==> src/rtl/pq_pkg.sv <==
// Shared key/value item type for the priority-queue datapath blocks.
package pq_pkg;

  localparam int KEY_W = 8;
  localparam int VAL_W = 8;

  typedef struct packed {
    logic [KEY_W-1:0] key;
    logic [VAL_W-1:0] val;
  } kv_t;

endpackage : pq_pkg

==> src/rtl/ra_pq_kvfifo.sv <==
// Small kv_t FIFO with occupancy count. Push into a full FIFO and pop from
// an empty one are ignored, so callers cannot corrupt pointers or count.
module ra_pq_kvfifo
  import pq_pkg::*;
#(
  parameter int DEPTH = 2
) (
  input  logic                     clk,
  input  logic                     rst_n,
  input  logic                     push,
  input  kv_t                      din,
  input  logic                     pop,
  output kv_t                      head,
  output logic                     full,
  output logic                     empty,
  output logic [$clog2(DEPTH):0]   count
);

  localparam int AW = $clog2(DEPTH);
  localparam int CW = AW + 1;

  kv_t           mem [DEPTH];
  logic [AW-1:0] wr_ptr;
  logic [AW-1:0] rd_ptr;
  logic          do_push;
  logic          do_pop;

  assign do_push = push && !full;
  assign do_pop  = pop && !empty;

  assign full  = (count == CW'(DEPTH));
  assign empty = (count == '0);
  assign head  = mem[rd_ptr];

  // Storage is not reset; only pointers/count define which entries are live.
  always_ff @(posedge clk) begin
    if (do_push) begin
      mem[wr_ptr] <= din;
    end
  end

  // Pointer and occupancy bookkeeping; pointers wrap naturally (DEPTH is 2^AW).
  always_ff @(posedge clk or negedge rst_n) begin
    if (!rst_n) begin
      wr_ptr <= '0;
      rd_ptr <= '0;
      count  <= '0;
    end else begin
      if (do_push) wr_ptr <= wr_ptr + AW'(1);
      if (do_pop)  rd_ptr <= rd_ptr + AW'(1);
      case ({do_push, do_pop})
        2'b10:   count <= count + CW'(1);
        2'b01:   count <= count - CW'(1);
        default: count <= count;
      endcase
    end
  end

endmodule : ra_pq_kvfifo

==> src/rtl/ra_pq_demux2.sv <==
// One-to-two demultiplexer for kv_t items with a FIFO buffer per output port.
// d_ready depends combinationally only on sel; a full port never bypasses.
module ra_pq_demux2
  import pq_pkg::*;
#(
  parameter int DEPTH = 2
) (
  input  logic                   clk,
  input  logic                   rst_n,
  input  kv_t                    d,
  input  logic                   sel,
  input  logic                   d_valid,
  output logic                   d_ready,
  output kv_t                    y0,
  output logic                   y0_valid,
  input  logic                   y0_ready,
  output logic [$clog2(DEPTH):0] y0_count,
  output kv_t                    y1,
  output logic                   y1_valid,
  input  logic                   y1_ready,
  output logic [$clog2(DEPTH):0] y1_count
);

  logic full0, full1;
  logic empty0, empty1;
  logic push0, push1;

  // Ready reflects room in whichever buffer sel currently addresses.
  always_comb begin
    d_ready = sel ? !full1 : !full0;
    push0   = d_valid && d_ready && !sel;
    push1   = d_valid && d_ready &&  sel;
  end

  assign y0_valid = !empty0;
  assign y1_valid = !empty1;

  ra_pq_kvfifo #(.DEPTH(DEPTH)) u_fifo0 (
    .clk   (clk),
    .rst_n (rst_n),
    .push  (push0),
    .din   (d),
    .pop   (y0_ready),
    .head  (y0),
    .full  (full0),
    .empty (empty0),
    .count (y0_count)
  );

  ra_pq_kvfifo #(.DEPTH(DEPTH)) u_fifo1 (
    .clk   (clk),
    .rst_n (rst_n),
    .push  (push1),
    .din   (d),
    .pop   (y1_ready),
    .head  (y1),
    .full  (full1),
    .empty (empty1),
    .count (y1_count)
  );

endmodule : ra_pq_demux2

==> config.mk <==
export PLATFORM = sky130hd
export DESIGN_NAME = ra_pq_demux2
export DESIGN_NICKNAME = d
export VERILOG_FILES = /design/src/rtl/pq_pkg.sv /design/src/rtl/ra_pq_kvfifo.sv /design/src/rtl/ra_pq_demux2.sv
export SDC_FILE = /design/constraint.sdc
export NUM_CORES = 1
export LEC_CHECK = 0
export BUFFER_PORTS_ARGS = -buffer_cell sky130_fd_sc_hd__clkbuf_2
export CORE_MARGIN = 2
export CORE_UTILIZATION = 53
export DETAILED_ROUTE_END_ITERATION = 6
export PLACE_DENSITY = 0.85
export REMOVE_ABC_BUFFERS = 1
export SYNTH_ARGS = -nofsm -noshare
export SYNTH_HDL_FRONTEND = slang
export SYNTH_SLANG_ARGS = --single-unit
==> constraint.sdc <==
create_clock -name clk -period 2.2 [get_ports clk]
set_clock_uncertainty 0.1 [all_clocks]
set_input_delay 0.55 -clock clk [delete_from_list [all_inputs] [get_ports clk]]
set_output_delay 0.55 -clock clk [all_outputs]
set_load 0.05 [all_outputs]
; ---- Word-level counts from Yosys, hierarchy flattened
; Memory sizes are Yosys's and may differ from the RTL's.
; Index checks and enable logic that the tools add are counted.
[classes]
n_addsub = 8
n_eq_ne = 6
mux = 7
n_reduce_logical = 16
[ops]
columns = operator, n
row1 = 2-bit equality test (second input constant), 4
row2 = 2-bit case mux with 2 select lines, 2
row3 = 1-bit logical AND, 7
row4 = 1-bit zero test, 5
row5 = 1-bit 2-to-1 mux, 5
row6 = 1-bit adder (second input constant), 4
row7 = 2-bit by 1-bit adder with 2-bit output (second input constant), 2
row8 = 2-bit by 1-bit equality test with 1-bit output (second input constant), 2
row9 = 2-bit zero test, 2
row10 = 2-bit nonzero test, 2
row11 = 2-bit by 1-bit subtractor with 2-bit output (second input constant), 2
[word_totals]
regBits = 8
ram_bits = 64
inputBits = 22
out_inout_bits = 39
wordCells = 45
n_memories = 2
[memory_table]
columns = memory, words, width, read_ports, rd_ports_with_merged_regs, wr, line
row1 = u_fifo0.mem, 2, 16, 1, 0, 1, ra_pq_kvfifo.sv:22  ; kv_t mem [DEPTH];
row2 = u_fifo1.mem, 2, 16, 1, 0, 1, ra_pq_kvfifo.sv:22

; ---- Longest topological paths before layout
; Gate-level depths: netlist (run 1).
[logic_depth]
word_depth = 8
ltp_mapped = 6
mapped_depth_nobuf = 6

; ---- Hierarchy
; A second synthesis (run 1) with hierarchy kept.
[hier_totals]
hier_cells = 141
hier_area_um2 = 2844.0
[modules_own_cells]
columns = mod, n_inst, cells_per_inst, area_each_um2, seq_area_each_um2
row1 = ra_pq_kvfifo, 2, 68, 1402.6, 1061.0
row2 = ra_pq_demux2, 1, 5, 38.8, 0.0

; ---- Worst setup path after synthesis (run 1)
; No wires, ideal clock.
[synth_path]
path_kind = reg2reg
from = reg u_fifo0.count[0]
to = mem u_fifo0.mem[1][0] in the netlist's numbering, enable pin
setup_ns = 0.389
arrival_time_ns = 1.723
required_ns = 1.711
slack_ns = -0.012
path_stages_with_launch = 4
path_buffers = 0
period_less_slack_ns = 2.212
cell_sequence = dfrtp_1 > nand2b_1 > nand3b_2 > nor2_1
[synth_between]
elab_chain_cells = 8
[synth_rtl]
columns = element, line
row1 = start: declaration, ra_pq_kvfifo.sv:16  ; output logic [$clog2(DEPTH):0] count
row2 = start signal: assignment, ra_pq_kvfifo.sv:52  ; 2'b10: count <= count + CW'(1);
row3 = start signal: assignment, ra_pq_kvfifo.sv:53  ; 2'b01: count <= count - CW'(1);
row4 = start signal: assignment, ra_pq_kvfifo.sv:54  ; default: count <= count;
row5 = 2-bit equality test *, ra_pq_kvfifo.sv:31  ; assign full = (count == CW'(DEPTH));
row6 = 1-bit zero test *, "ra_pq_kvfifo.sv:28, ra_pq_demux2.sv:30"
row7 = 1-bit 2-to-1 mux, ra_pq_demux2.sv:30  ; d_ready = sel ? !full1 : !full0;
row8 = 1-bit logical AND (2 in a row), ra_pq_demux2.sv:31  ; push0 = d_valid && d_ready && !sel;
row9 = 1-bit logical AND *, ra_pq_kvfifo.sv:28  ; assign do_push = push && !full;
row10 = 1-bit 2-to-1 mux *, ra_pq_kvfifo.sv:37  ; if (do_push) begin
row11 = 1-bit 2-to-1 mux (not written as such) *, ra_pq_kvfifo.sv:38  ; mem[wr_ptr] <= din;
row12 = end: declaration, ra_pq_kvfifo.sv:22
; Every way passes the cells marked *; elsewhere a longest branch is shown, timed or not.

==> flow_metrics.tcl, run 1 <==
set metrics [dict create \
    syn_area_per_cell_um2 20.6 \
    h-tree-depth 3 \
    synth_seq_cells 72 \
    critPathCaptureType "primary output" \
    internal-power_w 0.00311 \
    maxCapViolCount 0 \
    cts_tree "yes" \
    drive_above_1_share_pct 59.1 \
    antenna_found_initial 0 \
    die_y_um 76.9 \
    fin_crit_sh_pct 97.5 \
    pwr-share-clk_pct 19.2 \
    p_comb_share_pct 44.8 \
    worst-setup-path-type "reg -> out" \
    die_x_um 76.9 \
    wire_per_inst_um 16.1 \
    antenna_left 0 \
    clock_sinks 72 \
    hold_violations 0 \
    grt_pass1_vias 1507 \
    start_kind "register" \
    critPathBufInv 2 \
    dieArea_um2 5920 \
    power_density_nw_per_um2 1500 \
    multiInputGateArea_um2 653 \
    switching_share_pct 40.6 \
    status "completed" \
    io_pins 61 \
    max-vdd-ir-drop_mv 0.968 \
    cp_max_fo 5 \
    ys_warn_count 0 \
    timing.reg2reg.setup_slack_ps 560 \
    hp-class "in -> reg" \
    synth_area_um2 2820 \
    clk_pin_slew_ps 70 \
    synth_seq_area_share_pct 75.3 \
    worstPathCellList "buf_4 > mux2_4 > clkbuf_2" \
    register_area_um2 2120 \
    clock_path_buffers 2 \
    hpwl_um 3160 \
    fin_nets 239 \
    synth_cell_types 15 \
    finalCriticalPeriod_ps 2150 \
    reg2reg_to "u_fifo1.count[1]$_DFFE_PN0P_" \
    io_buffers 60 \
    worstMarginPinSlew_ps 311 \
    start_util_pct 55.2 \
    hp-start "d[12]" \
    dr.pass1.iters 4 \
    p_seq_share_pct 36.0 \
    hold_depth 1 \
    clockRootBuffer "clkbuf_8" \
    rsz0062_at_grt "no" \
    yosys.area.top_type "edfxtp_1" \
    min_to "u_fifo0.mem[0][12]$_DFFE_PP_" \
    syn_to_final_growth_pct 24.1 \
    vias_per_cell 4.90 \
    coreArea_um2 5110 \
    clkLatencyLatePin_ps 330 \
    grt_max_degree 17 \
    r2r_cells 5 \
    grt_pass1_wl_um 7310 \
    yosysTopAreaCellShare_pct 68.2 \
    fmax_ghz 0.466 \
    drt_iter0_markers 59 \
    synth_area_leaders "edfxtp_1 (68%), mux2_4 (9.6%), dfrtp_1 (7.1%), mux2_2 (6.0%), xnor2_1 (1.9%)" \
    fillerInstances 357 \
    vias 1421 \
    p_total_w 0.00523 \
    finalWeightedCongestion 0.676 \
    grt_util_all_layers_pct 17.2 \
    relSlewSlack_pct 79.4 \
    required_ps 1550 \
    cpPeakStageDelay_ps 450 \
    slew_violations 0 \
    cp_slowest_cell "dfrtp_2" \
    p_leak_nw 1.38 \
    p_switching_w 0.00212 \
    core.rowCount 26 \
    cp.arrival_ps 1500 \
    path_delay_family "flip-flops" \
    remaining_drc_errors 0 \
    globalRouteOverflowTotal 0 \
    r2r_start "u_fifo1.count[0]$_DFFE_PN0P_" \
    finalSetupViolCount 0 \
    timing.hold.ws_ps 330 \
    wl_um 4670 \
    syn_inst 137 \
    cts_buffers 9 \
    antennaDiodeCount 0 \
]
## through the flow
step | std cells | setup TNS (ps) | utilization (%) | worst slack (ps) | instance area (µm²)
after floorplan | 133 | -394 | - | -12.0 | 2770
after detailed placement | 271 | 0 | 63.5 | 273 | 3240
after global placement | 271 | 0 | 63.5 | 286 | 3240
after global routing | 290 | 0 | 68.5 | 0.666 | 3500
after CTS | 288 | -8.64 | 68.0 | -7.61 | 3470
final | 290 | 0 | 68.5 | 54.3 | 3500
## how the worst max path moves through the flow
stage | startpoint | to | slack, ps | cells past startpoint
finish | u_fifo1.rd_ptr$_DFFE_PN0P_ | y1[10] | 50 | 3
global route | u_fifo1.rd_ptr$_DFFE_PN0P_ | y1[11] | 0.7 | 3
CTS | u_fifo0.rd_ptr$_DFFE_PN0P_ | y0[1] | -8 | 3
detailed placement | u_fifo0.rd_ptr$_DFFE_PN0P_ | y0[1] | 270 | 3
global placement | u_fifo0.rd_ptr$_DFFE_PN0P_ | y0[11] | 290 | 3
floorplan | u_fifo0.count[0]$_DFFE_PN0P_ | u_fifo0.mem[1][0]$_DFFE_PP_ | -10 | 3
## power by group through the flow
stage          clock, W  combinational (W)  sequential, W
2_1_floorplan         0            0.00156        0.00209
3_3_place_gp          0            0.00226        0.00190
3_5_place_dp          0            0.00230        0.00191
4_1_cts         0.00103            0.00233        0.00189
5_1_grt         0.00107            0.00246        0.00192
6_report        0.00100            0.00234        0.00189
## cell usage after synthesis
| cell type | count |
|---|---|
| dfrtp_1 | 8 |
| ha_1 | 2 |
| mux2_2 | 15 |
| buf_6 | 4 |
| nor2_1 | 6 |
| nand3_2 | 1 |
| or2_4 | 2 |
| nand3b_2 | 1 |
| nand2b_1 | 2 |
| inv_1 | 2 |
| and2_4 | 2 |
| edfxtp_1 | 64 |
| xor2_1 | 4 |
| xnor2_1 | 6 |
| mux2_4 | 18 |
## area by class of cell
| type | count | area share (%) |
|---|---|---|
| Sequential cell | 72 | 60.8 |
| Multi-Input combinational cell | 59 | 18.7 |
| Timing Repair Buffer | 71 | 12.2 |
| Clock buffer | 11 | 4.04 |
| Tap cell | 70 | 2.50 |
| Clock inverter | 5 | 1.65 |
| Inverter | 2 | 0.215 |
## registers in the layout (all words and copies together), names as in the netlist
register        cells
u_fifo0.mem        32
u_fifo1.mem        32
u_fifo0.count       2
u_fifo1.count       2
u_fifo0.rd_ptr      1
u_fifo0.wr_ptr      1
u_fifo1.rd_ptr      1
u_fifo1.wr_ptr      1
## layout by cell type (no fill, tap or decap)
master,Yosys,routed
buf_12,0,1
mux2_4,18,18
and2_4,2,2
ha_1,2,2
xnor2_1,6,6
bufinv_16,0,1
dlygate4sd3_1,0,1
inv_1,2,2
nand3b_2,1,1
buf_2,0,6
edfxtp_1,64,64
buf_6,4,2
clkbuf_4,0,8
clkinv_2,0,1
clkbuf_8,0,10
clkbuf_1,0,1
nand2b_1,2,2
dfrtp_1,8,6
nor2_1,6,2
nand3_2,1,1
mux2_2,15,15
clkinvlp_4,0,3
nor2_2,0,4
or2_4,2,2
clkbuf_2,0,46
dfrtp_2,0,2
xor2_1,4,4
buf_4,0,7
## routing by layer
layer | routed length [µm] | track usage, %
met1 | 1900 | 19.2
met5 | 0 | 0
met4 | 70 | 7.64
met2 | 2370 | 29.4
met3 | 326 | 6.35
## cells by family (layout without fill, tap and decap cells)
family	Yosys count	after routing	share of synthesized area (%)
DFF	72	72	75.3
muxes	33	33	15.6
and+or+nand+nor	14	14	3.24
xor gates and xnor gates	10	10	3.11
buffers and inverters	6	89	1.86
adders and majority gates	2	2	0.888
## repair_timing
action	4_1_cts	5_1_grt
hold buffers	1	0
setup buffers	0	2
gates resized for setup	10	8
endpoints found under the hold margin	8	0
endpoints found under the setup margin	27	19
(Power assumes the default switching activity.)
==> run 2: changes to the inputs <==
- CTS_BUF_LIST: unset -> sky130_fd_sc_hd__clkbuf_16
- PLACE_DENSITY: 0.85 -> 0.75
==> flow_metrics.tcl, run 2 (synthesis gave the netlist of run 1 again) <==
set metrics [dict create \
    slew_violations 0 \
    status "completed" \
    clk_pin_slew_ps 50 \
    r2r_cells 6 \
    pre_cts_slack_ps 331 \
    worst-setup-path-type "reg -> out" \
    start_kind "register" \
    wire_per_inst_um 16.2 \
    fin_nets 241 \
    top_regs "u_fifo0.mem x32, u_fifo1.mem x32" \
    remaining_drc_errors 0 \
    fmax_ghz 0.467 \
    rsz0062_at_grt "no" \
    grt_pass1_wl_um 7560 \
    layout_commonest_cell "edfxtp_1" \
    power_density_nw_per_um2 1560 \
    required_ps 1550 \
    reg2reg_to "u_fifo1.count[1]$_DFFE_PN0P_" \
    core.rowCount 26 \
    maxCapViolCount 0 \
    die_x_um 76.9 \
    clkLatencyLatePin_ps 320 \
    cp.arrival_ps 1490 \
    hp-class "in -> reg" \
    clock_path_buffers 2 \
    hold_violations 0 \
    clock_sinks 72 \
    p_total_w 0.00554 \
    final_cells 292 \
    finalCriticalPeriod_ps 2140 \
    cts_tree "yes" \
    syn_to_final_growth_pct 26.3 \
    max-vdd-ir-drop_mv 0.991 \
    fin_ws_ps 60.3 \
    drive_above_1_share_pct 58.6 \
    layout_common_cells "edfxtp_1 (64), clkbuf_2 (59), mux2_4 (18)" \
    relSlewSlack_pct 81.0 \
    vias 1434 \
    dr.pass1.iters 4 \
    coreArea_um2 5110 \
    timing.reg2reg.setup_slack_ps 530 \
    grt_max_degree 13 \
    die_y_um 76.9 \
    globalRouteOverflowTotal 0 \
    crit_end "y0[11]" \
    antenna_found_initial 0 \
    critPathCaptureType "primary output" \
    antennaDiodeCount 0 \
    h-tree-depth 3 \
    vias_per_cell 4.91 \
    finalWeightedCongestion 0.662 \
    cts_setup_buffers 0 \
    p_leak_nw 1.44 \
    wl_um 4730 \
    start_util_pct 55.2 \
    grt_pass1_vias 1534 \
    clockRootBuffer "clkbuf_16" \
    fin_area_um2 3560 \
    finalSetupViolCount 0 \
    dieArea_um2 5920 \
    io_pins 61 \
    cp_max_fo 9 \
    fin_crit_sh_pct 97.3 \
    cp-startpoint "u_fifo0.rd_ptr$_DFFE_PN0P_" \
    r2r_start "u_fifo1.count[1]$_DFFE_PN0P_" \
    antenna_left 0 \
    cts_buffers 9 \
    grt_util_all_layers_pct 17.5 \
    worstMarginPinSlew_ps 286 \
    hpwl_um 3150 \
    drt_iter0_markers 37 \
    io_buffers 60 \
    post_dp_cell_area_um2 3260 \
    dpl.cell_count 275 \
]
## run 2: cell types whose count changed in the layout (fill, tap and decap cells not counted), sizes merged
cell	before	now
clkinv	1	6
clkinvlp	3	0
clkbuf	65	68
buf	16	13
## run 2: worst max-delay path: stages (launching register included)
cell and delay (ps):
dfrtp_1 350, buf_4 210, mux2_2 360, clkbuf_2 240
## run 2: final cells by class
cell class | instances | area [µm²]
Fill cell | 352 | 1550
Tap cell | 70 | 87.6
Sequential cell | 72 | 2120
Timing Repair Buffer | 73 | 400
Multi-Input combinational cell | 59 | 653
Inverter | 2 | 7.51
Clock buffer | 9 | 225
Clock inverter | 7 | 62.6
## run 2: repair_timing
| item | in CTS | in global routing |
|---|---|---|
| resized for setup | 0 | 1 |
| hold buffers | 1 | 0 |
| endpoints found under the hold margin | 8 | 0 |
| setup endpoints to repair | 0 | 1 |
## run 2: per-layer routing
layer	GRT usage [%]	routed length (µm)
met5	0	0
met2	28.0	2370
met4	9.27	73
met3	4.47	237
met1	22.0	2050
## run 2: worst min-delay path by stage
stage / from / end / slack (ps) / depth (start not counted)
CTS: d[8] / u_fifo0.mem[1][8]$_DFFE_PP_ / 330 / 1
global placement: rst_n / u_fifo0.count[1]$_DFFE_PN0P_ / 300 / 1
floorplan: rst_n / u_fifo0.count[0]$_DFFE_PN0P_ / 150 / 0
finish: d[8] / u_fifo0.mem[1][8]$_DFFE_PP_ / 350 / 1
detailed placement: rst_n / u_fifo0.count[1]$_DFFE_PN0P_ / 310 / 1
global route: d[5] / u_fifo0.mem[1][5]$_DFFE_PP_ / 340 / 1
## run 2: power breakdown
part | internal (W) | switching (W) | leakage (nW)
Clock | 0.000866 | 0.000509 | 0.146
Sequential | 0.00174 | 0.000113 | 0.678
Combinational | 0.000748 | 0.00156 | 0.619
Total | 0.00335 | 0.00218 | 1.44
## run 2: stage by stage
step | hold WS (ps) | setup TNS [ps] | utilization (%)
6_report | 345 | 0 | 69.7
5_1_grt | 339 | 0 | 69.7
4_1_cts | 334 | 0 | 69.7
3_5_place_dp | 309 | 0 | 63.8
3_3_place_gp | 305 | 0 | 63.8
2_1_floorplan | 154 | -394 | -
==> run 3: changes to the inputs <==
- CORE_UTILIZATION: 53 -> 48
- PLACE_DENSITY: 0.75 -> 0.72
- clock period: 2.2 -> 1.95 ns (I/O delays scaled with it)
==> flow_metrics.tcl, run 3 (synthesis gave the netlist of run 1 again) <==
set metrics [dict create \
    finalCriticalPeriod_ps 2040 \
    cp.arrival_ps 1450 \
    pre_cts_slack_ps 206 \
    die_x_um 80.6 \
    start_util_pct 50.5 \
    relSlewSlack_pct 81.6 \
    top_regs "u_fifo0.mem x32, u_fifo1.mem x32" \
    worstMarginPinSlew_ps 277 \
    fin_crit_sh_pct 105 \
    clock_path_buffers 2 \
    critPathCaptureType "primary output" \
    maxCapViolCount 0 \
    antennaDiodeCount 0 \
    hpwl_um 3420 \
    r2r_cells 6 \
    h-tree-depth 3 \
    die_y_um 80.6 \
    p_seq_share_pct 30.1 \
    fmax_ghz 0.490 \
    dr.pass1.iters 4 \
    slew_violations 0 \
    wl_um 5300 \
    drive_above_1_share_pct 58.6 \
    io_buffers 60 \
    worst-setup-path-type "reg -> out" \
    antenna_found_initial 0 \
    layout_commonest_cell "edfxtp_1" \
    cp_max_fo 7 \
    drt_iter0_markers 100 \
    vias 1496 \
    clkLatencyLatePin_ps 320 \
    coreArea_um2 5570 \
    fin_area_um2 4030 \
    rsz0062_at_grt "yes" \
    grt_pass1_vias 1563 \
    grt_pass1_wl_um 8110 \
    fin_nets 246 \
    grt_util_all_layers_pct 17.9 \
    p_total_w 0.00701 \
    fillerInstances 348 \
    max-vdd-ir-drop_mv 1.34 \
    antenna_left 0 \
    start_kind "register" \
    status "finished with violations" \
    cts_buffers 9 \
    pwr-share-clk_pct 19.8 \
    p_switching_w 0.00263 \
    register_area_um2 2120 \
    core.rowCount 27 \
    timing.reg2reg.setup_slack_ps 240 \
    syn_to_final_growth_pct 42.9 \
    required_ps 1360 \
    dieArea_um2 6500 \
    power_density_nw_per_um2 1740 \
    wire_per_inst_um 17.7 \
    p_leak_nw 1.66 \
    hold_depth 1 \
    clk_pin_slew_ps 50 \
    fin_ws_ps -88.9 \
    grt_max_degree 12 \
    timing.hold.ws_ps 284 \
    layout_common_cells "edfxtp_1 (64), mux2_4 (32), clkbuf_2 (27)" \
    utilization_pct 72.2 \
    vias_per_cell 5.00 \
    switching_share_pct 37.5 \
    clock_sinks 72 \
    cpPeakStageDelay_ps 470 \
    cts_tree "yes" \
    hold_violations 0 \
    remaining_drc_errors 0 \
    multiInputGateArea_um2 706 \
    worstPathCellList "buf_16 > mux2_4 > clkbuf_8" \
    clockRootBuffer "clkbuf_16" \
    cp_slowest_cell "dfrtp_2" \
    globalRouteOverflowTotal 0 \
    io_pins 61 \
    finalWeightedCongestion 0.675 \
    finalSetupViolCount 17 \
    post_dp_cell_area_um2 3280 \
    internal-power_w 0.00438 \
    violations "negative setup slack" \
    p_comb_share_pct 50.1 \
    hp-class "in -> reg" \
]
==> run 3: area by class of cell <==
class / count / area share (%)
Clock buffer: 9 / 5.60
Clock inverter: 7 / 0.808
Inverter: 2 / 0.187
Multi-Input combinational cell: 59 / 17.5
Sequential cell: 72 / 52.8
Tap cell: 72 / 2.24
Timing Repair Buffer: 78 / 20.9
==> run 3: per-stage QoR <==
stage	TNS [ps]	std cells
after floorplan	-16390	133
after global placement	0	277
after detailed placement	0	277
after CTS	-1820	299
after global routing	-2370	299
final	-1200	299
==> run 3: metal layers <==
| layer | track usage [%] | vias to the layer above | share of wire [%] |
|---|---|---|---|
| met5 | 0 | - | 0 |
| met4 | 6.61 | 0 | 1.5 |
| met3 | 5.96 | 8 | 4.4 |
| met2 | 30.3 | 57 | 53 |
| met1 | 21.1 | 744 | 41 |
| li1 | - | 687 | - |
==> run 3: worst paths after layout <==
kind / startpoint / endpoint
worst max-delay path: u_fifo0.rd_ptr$_DFFE_PN0P_ / y0[14]
worst min-delay path: d[8] / u_fifo1.mem[0][8]$_DFFE_PP_
worst max register to register: u_fifo1.count[0]$_DFFE_PN0P_ / u_fifo1.count[1]$_DFFE_PN0P_
worst min register to register: u_fifo1.wr_ptr$_DFFE_PN0P_ / u_fifo1.wr_ptr$_DFFE_PN0P_
max in group asynchronous: rst_n / u_fifo0.rd_ptr$_DFFE_PN0P_
min in group asynchronous: rst_n / u_fifo0.wr_ptr$_DFFE_PN0P_
==> run 3: critical path: cells and delay by family (launching register included) <==
family   cells  cell delay [ps]
flops        1              470
buf+inv      2              360
mux          1              300
==> run 3: repair_timing <==
item	in CTS	in global routing
setup buffers	4	0
endpoints found under the setup margin	33	33
resized for setup	86	26
hold buffers	1	0
cloned	1	0
hold endpoints to repair	8	0
==> run 3: power by group through the flow <==
stage          Combinational (W)  Clock, W  Sequential [W]
2_1_floorplan            0.00176         0         0.00236
3_3_place_gp             0.00263         0         0.00211
3_5_place_dp             0.00266         0         0.00213
4_1_cts                  0.00338   0.00142         0.00211
5_1_grt                  0.00365   0.00150         0.00213
6_report                 0.00351   0.00139         0.00211
